## src/rtl/mul_pkg.sv

```systemverilog
// Shared function codes and FSM encoding for the ALU-control multiply protocol.
// ALU control and the multiply unit both import this so the codes cannot drift.
package mul_pkg;
  localparam logic [5:0] FN_MULTU     = 6'b011001;
  localparam logic [5:0] FN_MFHI      = 6'b010000;
  localparam logic [5:0] FN_MFLO      = 6'b010010;
  localparam logic [5:0] FN_ADD       = 6'b100000;
  localparam logic [5:0] FN_OPEN_HILO = 6'b111111;

  typedef enum logic [1:0] {
    ST_IDLE = 2'd0,
    ST_LOAD = 2'd1,
    ST_RUN  = 2'd2,
    ST_DONE = 2'd3
  } mul_state_t;
endpackage

```

## src/rtl/radix4_step.sv

```systemverilog
// One shift-add step: retires DIGIT_BITS multiplier bits into the {acc, mplier} pair.
module radix4_step #(
  parameter int WIDTH      = 32,
  parameter int DIGIT_BITS = 2
) (
  input  logic [WIDTH-1:0] i_mcand,
  input  logic [WIDTH-1:0] i_acc,
  input  logic [WIDTH-1:0] i_mplier,
  output logic [WIDTH-1:0] o_acc,
  output logic [WIDTH-1:0] o_mplier
);
  localparam int SW = WIDTH + DIGIT_BITS;

  logic [DIGIT_BITS-1:0] w_digit;
  logic [SW-1:0]         w_sum;

  // acc + mcand*d < 2^SW, so the widened sum never loses a carry
  assign w_digit  = i_mplier[DIGIT_BITS-1:0];
  assign w_sum    = SW'(i_acc) + SW'(i_mcand) * SW'(w_digit);
  assign o_acc    = w_sum[SW-1:DIGIT_BITS];
  assign o_mplier = {w_sum[DIGIT_BITS-1:0], i_mplier[WIDTH-1:DIGIT_BITS]};
endmodule

```

## src/rtl/multu_hilo_unit.sv

```systemverilog
// Unsigned sequential multiplier with Hi/Lo commit and MFHI/MFLO read mux,
// driven by the ALU control function code and mulreset.
module multu_hilo_unit
  import mul_pkg::*;
#(
  parameter int         WIDTH      = 32,
  parameter int         DIGIT_BITS = 2,
  parameter logic [5:0] OPEN_HILO  = FN_OPEN_HILO
) (
  input  logic             i_clk,
  input  logic             i_rst_n,
  input  logic [5:0]       i_signal,
  input  logic             i_mulreset,
  input  logic [WIDTH-1:0] i_data_a,
  input  logic [WIDTH-1:0] i_data_b,
  output logic             o_busy,
  output logic             o_done,
  output logic             o_late_err,
  output logic [WIDTH-1:0] o_hi,
  output logic [WIDTH-1:0] o_lo,
  output logic [WIDTH-1:0] o_data_out
);
  localparam int             STEPS = WIDTH / DIGIT_BITS;
  localparam int             SCW   = (STEPS > 1) ? $clog2(STEPS) : 1;
  localparam logic [SCW-1:0] LAST  = SCW'(STEPS - 1);

  if (WIDTH % DIGIT_BITS != 0) begin : g_bad_width
    $error("WIDTH must be a multiple of DIGIT_BITS");
  end

  mul_state_t       r_state, w_nxt;
  logic [WIDTH-1:0] r_mcand, r_mplier, r_acc, r_hi, r_lo;
  logic [WIDTH-1:0] w_acc_nxt, w_mplier_nxt;
  logic [SCW-1:0]   r_step;
  logic             r_late_err;
  logic             w_ld, w_step_en, w_commit, w_late;

  radix4_step #(.WIDTH(WIDTH), .DIGIT_BITS(DIGIT_BITS)) u_step (
    .i_mcand  (r_mcand),
    .i_acc    (r_acc),
    .i_mplier (r_mplier),
    .o_acc    (w_acc_nxt),
    .o_mplier (w_mplier_nxt)
  );

  always_ff @(posedge i_clk or negedge i_rst_n) begin
    if (!i_rst_n) r_state <= ST_IDLE;
    else          r_state <= w_nxt;
  end

  // mulreset wins over every function code in every state
  always_comb begin
    w_nxt     = r_state;
    w_ld      = 1'b0;
    w_step_en = 1'b0;
    w_commit  = 1'b0;
    w_late    = 1'b0;
    if (i_mulreset) begin
      w_ld  = 1'b1;
      w_nxt = ST_LOAD;
    end else begin
      case (r_state)
        ST_IDLE: w_late = (i_signal == OPEN_HILO);
        ST_LOAD: begin
          w_late = (i_signal == OPEN_HILO);
          w_nxt  = (i_signal == FN_MULTU) ? ST_RUN : ST_IDLE;
        end
        ST_RUN: begin
          if (i_signal == FN_MULTU) begin
            w_step_en = 1'b1;
            if (r_step == LAST) w_nxt = ST_DONE;
          end else begin
            w_late = (i_signal == OPEN_HILO);
            w_nxt  = ST_IDLE;
          end
        end
        ST_DONE: begin
          if (i_signal != FN_MULTU) begin
            w_commit = (i_signal == OPEN_HILO);
            w_nxt    = ST_IDLE;
          end
        end
        default: w_nxt = ST_IDLE;
      endcase
    end
  end

  always_ff @(posedge i_clk or negedge i_rst_n) begin
    if (!i_rst_n) begin
      r_mcand    <= '0;
      r_mplier   <= '0;
      r_acc      <= '0;
      r_step     <= '0;
      r_hi       <= '0;
      r_lo       <= '0;
      r_late_err <= 1'b0;
    end else begin
      r_late_err <= w_late;
      if (w_ld) begin
        r_mcand  <= i_data_a;
        r_mplier <= i_data_b;
        r_acc    <= '0;
        r_step   <= '0;
      end else if (w_step_en) begin
        r_acc    <= w_acc_nxt;
        r_mplier <= w_mplier_nxt;
        r_step   <= r_step + 1'b1;
      end
      // after the last step the low product half has shifted fully into mplier
      if (w_commit) begin
        r_hi <= r_acc;
        r_lo <= r_mplier;
      end
    end
  end

  assign o_busy     = (r_state == ST_RUN);
  assign o_done     = (r_state == ST_DONE);
  assign o_late_err = r_late_err;
  assign o_hi       = r_hi;
  assign o_lo       = r_lo;

  always_comb begin
    case (i_signal)
      FN_MFHI: o_data_out = r_hi;
      FN_MFLO: o_data_out = r_lo;
      default: o_data_out = '0;
    endcase
  end
endmodule

```

## config.mk

```make
export PLATFORM = sky130hd
export DESIGN_NAME = multu_hilo_unit
export DESIGN_NICKNAME = d
export VERILOG_FILES = /design/src/rtl/mul_pkg.sv /design/src/rtl/radix4_step.sv /design/src/rtl/multu_hilo_unit.sv
export SDC_FILE = /design/constraint.sdc
export NUM_CORES = 1
export LEC_CHECK = 0
export BUFFER_PORTS_ARGS = -buffer_cell sky130_fd_sc_hd__buf_2
export CELL_PAD_IN_SITES_DETAIL_PLACEMENT = 0
export CELL_PAD_IN_SITES_GLOBAL_PLACEMENT = 1
export CORE_AREA = 2 2 164 166
export CTS_CLUSTER_DIAMETER = 40
export CTS_CLUSTER_SIZE = 40
export DETAILED_ROUTE_END_ITERATION = 10
export DIE_AREA = 0 0 166 168
export PLACE_DENSITY = 0.84
export SETUP_SLACK_MARGIN = 0.3
export SKIP_CTS_REPAIR_TIMING = 1
export SLEW_MARGIN = 5
export SYNTH_ARGS = -nofsm -noshare
export SYNTH_HDL_FRONTEND = slang
export SYNTH_SLANG_ARGS = --single-unit
```

## constraint.sdc

```tcl
create_clock -name i_clk -period 3.46 [get_ports i_clk]
set_input_delay 0.519 -clock i_clk [delete_from_list [all_inputs] [get_ports i_clk]]
set_output_delay 0.519 -clock i_clk [all_outputs]
set_load 0.02 [all_outputs]
```

-- Word-level counts from Yosys, hierarchy flattened
Cells that the tools add are included.
- input port bits: 73
- memories kept: 0
- ROM bits: 0
- output and inout bits: 99
- register bits after elaboration: 167
- RAM bits: 0
- latch bits: 0
- logic and storage cells: 50
- bitwise logic cells: 0
- mux-type cells: 23
- eq/ne operators: 11
- shift-type cells: 0
- $lt $le $gt $ge: 0
- reductions and logical operators: 5
- $add $sub $neg: 2
- multiply operators: 1
- divide/modulo/power cells: 0
- operators with widths (cell ; number):
    $mux W32 ; 4
    $pmux W32 S2 ; 1
    $add A32 B34 Y34 ; 1
    $mul A32 B2 Y34 ; 1
    $eq A6 B5 Y1 const B ; 3
    $mux W2 ; 5
    $mux W1 ; 9
    $mux W4 ; 2
    $eq A6 B6 Y1 const B ; 1
    $ne A6 B5 Y1 const B ; 1
    $pmux W2 S3 ; 1
    $add A4 B1 Y4 const B ; 1
    $eq A2 B2 Y1 const B ; 2
    $eq A4 B4 Y1 const B ; 1
    $ne A4 B3 Y1 const B ; 1
    $reduce_bool A4 Y1 ; 1
    $ne A3 B2 Y1 const B ; 1
    $reduce_and A3 Y1 ; 1
    $eq A2 B1 Y1 const B ; 1
    $logic_not A2 Y1 ; 1
    $pmux W1 S2 ; 1
    $reduce_bool A2 Y1 ; 1
    $reduce_or A2 Y1 ; 1

-- Longest topological paths before layout
- depth after elaboration: 6
- mapped depth: 13
- depth with buffers taken out: 11

-- By module
A second synthesis with hierarchy kept.
- cell total of the unflattened synthesis: 1092
- area, all modules: 10581.4 um2
- modules (own cells, without submodules) (module ; seq. area each (um2) ; cells an instance ; instances ; area each (um2)):
    multu_hilo_unit ; 4179.0 ; 618 ; 1 ; 7279.5
    radix4_step ; 0.0 ; 474 ; 1 ; 3301.9

-- Worst setup path before layout
No wires, ideal clock.
- path type: reg-to-reg
- from: register r_mplier[1]
- to: register r_acc[28]
- stages on the path, launching flop included: 14
- setup time: 122 ps
- data arrival time: 3269 ps
- setup slack: 70 ps
- cells stage by stage: dfrtp_1 clkbuf_1 clkbuf_1 nand2_1 fa_1 inv_1 ha_1 clkbuf_1 a21oi_1 o21a_1 o221ai_1 a211o_1 or3_1 a32o_1
- word-level cells in the longest chain between the ends: 4
- RTL lines (what ; RTL line ; RTL):
    from (decl) ; multu_hilo_unit.sv:32 ; logic [WIDTH-1:0] r_mcand, r_mplier, r_acc, r_hi, r_lo;
    from (signal assigned) ; multu_hilo_unit.sv:101 ; r_mplier <= i_data_b;
    from (signal assigned) ; multu_hilo_unit.sv:106 ; r_mplier <= w_mplier_nxt;
    $mul A32 B2 Y34 ; radix4_step.sv:19 ; assign w_sum = SW'(i_acc) + SW'(i_mcand) * SW'(w_digit);
    $add A32 B34 Y34 ; radix4_step.sv:19 ;
    $mux W32 ; multu_hilo_unit.sv:104 ; end else if (w_step_en) begin
    $mux W32 ; multu_hilo_unit.sv:99 ; if (w_ld) begin
    to (signal assigned) ; multu_hilo_unit.sv:105 ; r_acc <= w_acc_nxt;
    to (decl) ; multu_hilo_unit.sv:32 ;
No other way between the ends. The select of a mux whose other input is x is not followed.
A chain may end at the register's enable or synchronous reset.

-- Worst setup path after layout
- from: register r_mplier[1]
- to: register r_acc[27]
Same word-level chain as after synthesis.

==> impl_results.md <==
* Status: completed
* RSZ-0062 raised after global routing: yes
* Skew-Pair Late Insertion Delay at 440 ps
* Max cap viols at 0
* I/O Pins at 172
* Iteration-0 DRC Markers at 588
* CP peak stage delay at 520 ps
* First-pass GRT wire length at 44.6 mm
* CTS sink cnt at 167
* Final #Nets at 1419
* Max FO, Critical Path at 4
* Clock transition at path regs at 70 ps
* Ratio of cells with drive above 1 in the final layout at 32.9%
* Die area at 27900 sq um
* Post-Place Cell Area at 11600 sq um
* Worst R2R Setup Slack at 130 ps
* Synthesized net count at 1230
* Max clock buf depth at 2
* Pre-antenna DRT Iters at 5
* Chip height at 168 microns
* Fin Hold WS at 142 ps
* CTS tree: done
* CP cell instances: buf_6 -> and2_4 -> fa_1 -> ha_4 -> inv_2 -> fa_2 -> nand2b_4 -> a21o_1 -> a311oi_2 -> o21ba_2 -> nor3_2 -> or3b_4
* Reg area at 4180 sq um
* GRT Overall Usage at 19.9%
* Post-Route WL at 29.1 mm
* Worst Max-Slew Pin Slew at 981 ps
* Critical path origin: r_mplier[1]
* Final worst clock skew at 10.8 ps
* Post-synthesis sequential area ratio at 40.7%
* Drt wl/cell at 17.8 microns
* Final ANT Viol Nets at 0
* Cell Pwr Density at 380 nW/um^2
* Final Max Tran Viols at 0
* Total CTS buffers at 17
* Initial antenna violation count at 0
* Fmax at 301 MHz
* Commonest register cell after synthesis: dfrtp_1
* GRT Residual Overflow at 0
* Crit path time final at 3330 ps
* Residual DRC at 0
* Critical setup path kind: reg2reg
* Area Growth Syn to Fin at 28.6%
* Overall Power at 5.01 mW
* Core Box Area at 26400 sq um
* Worst r2r src: r_mplier[1]
* Hold WC Path Type: in2async
* CP required at 3770 ps
* Setup WS post-layout at 134 ps
* Vias after detailed routing at 8752
* Pleak at 6.51 nW
* Async set-reset flop share out of synthesis at 100%
* Avg Cell Area, Syn at 9.40 sq um
* Vias/cell at 5.36
* Final hold vios at 0
* Critical path launch point type: flip-flop
* Ys Warns at 0
* Finished layout cell area at 13200 sq um
* Most frequent cells in the layout: buf_2, dfrtp_1, nand2_1
* Synthesized area at 10300 sq um
* Pre-CTS WS at 35.1 ps
* Placer congestion estimate at 0.901
* Library cells used by synthesis at 58
* Root buffer cell: clkbuf_16
* Final worst path period share at 96.1%
* Cell Rows at 60
* Antenna cells at 0
* FILL cells at 2392
* Effective utilization at floorplan at 38.9%
* Vias in the first global route at 8343
* Post-detail-place hpwl at 20.3 mm
* Die width at 166 microns
* Rel. slew slack at 34.6%
* H-tree depth at 4
* Setup TNS at 0 ps
* Mapped Cells at 1091
* Worst path slowest cell: fa_1
* Nature of the critical path endpoint: flip-flop
* WP data arrival at 3630 ps
* Most common cell after layout, fill and taps aside: buf_2
* Largest net degree at the start of global routing at 101
* Worst VDD drop at 0.305 mV
* Buffers on Ports at 171
* Post-synth EDFFs at 0
* Area of the multi-input gates at 6110 sq um
* Setup-failing EPs final at 0
* Post-synthesis register bit count at 167
synthesized netlist by cell type (6+ instances only):
library cell  instances  area share, %
o21ai_0              96            4.7
o2111ai_1             6           0.51
a21o_1               16            1.2
a21oi_1              50            2.4
mux2_2               66            7.2
a211oi_1              7           0.51
nand2b_1              7           0.43
inv_1               103            3.8
nand3b_1              8           0.59
mux2i_1              65            6.3
clkbuf_1             51            1.9
nand3_1              17           0.83
fa_1                 32            6.2
nand4_1               8           0.49
buf_2                 7           0.34
dfrtp_1             167             41
or3_1                20            1.2
nor3_1               11           0.54
nand2_1             161            5.9
o21bai_1              6           0.44
and2_1                7           0.43
o211ai_1              6           0.44
a31oi_1               7           0.43
nor2_1               57            2.1
ha_1                 34            4.1
xnor2_1               6           0.51
metrics by stage:
| stage | util, % | instances |
|---|---|---|
| floorplan | - | 1091 |
| detailed placement | 44.1 | 1569 |
| global route | 50.0 | 1634 |
| global placement | 44.1 | 1569 |
| CTS | 46.3 | 1601 |
| finish | 50.0 | 1634 |
final timing paths:
path                           endpoint  depth (start not counted)
hold / removal                 o_lo[26]                          1
hold reg to reg               r_acc[26]                          1
min in group i_clk         r_mplier[11]                          3
max in group asynchronous   r_mplier[1]                          2
setup reg to reg              r_acc[27]                         12
setup / recovery              r_acc[27]                         12
state kept, by name (all words and copies together), names as in the netlist:
name        count
r_acc          32
r_step          4
o_late_err      1
r_state         2
o_hi           32
r_mplier       32
r_mcand        32
o_lo           32
layout make-up:
| cell class | count | area share, % |
|---|---|---|
| Clock buffer | 19 | 3.28 |
| Inverter | 103 | 2.93 |
| Clock inverter | 13 | 1.21 |
| Multi-Input combinational cell | 758 | 46.3 |
| Timing Repair Buffer | 233 | 11.3 |
| Sequential cell | 167 | 31.7 |
| Tap cell | 341 | 3.24 |
power by group:
group          total, mW  leakage, nW  internal (mW)  switching [mW]
Clock               1.94        0.281           1.09           0.852
Combinational      0.973         4.03          0.431           0.542
Sequential          2.10         2.20           2.02          0.0718
Total               5.01         6.51           3.54            1.47
metal layers:
layer | track usage, % | part of all wire (%) | vias up
met5 | 0 | 0 | -
met4 | 5.37 | 1.8 | 0
met3 | 3.78 | 4.9 | 43
met2 | 31.6 | 48 | 226
met1 | 28.0 | 46 | 4349
li1 | - | - | 4134
critical path, delay by kind of cell (launching register included):
family	cells	cell delay (ps)
AOI/OAI and AO/OA	3	830
adders and majority gates	3	1030
buffers and inverters	2	170
DFF	1	440
and+or+nand+nor	4	740
logic make-up (layout without fill, tap and decap cells):
logic type,Yosys count,in the layout,synth area share [%]
mux,131,131,13.6
simple gates,318,318,14.2
compound gates,232,232,13.9
xor+xnor,11,11,0.939
buf+inv,166,368,6.23
flops,167,167,40.7
fa+ha+maj,66,66,10.4
Note: power is estimated with default switching activity, not from simulation.
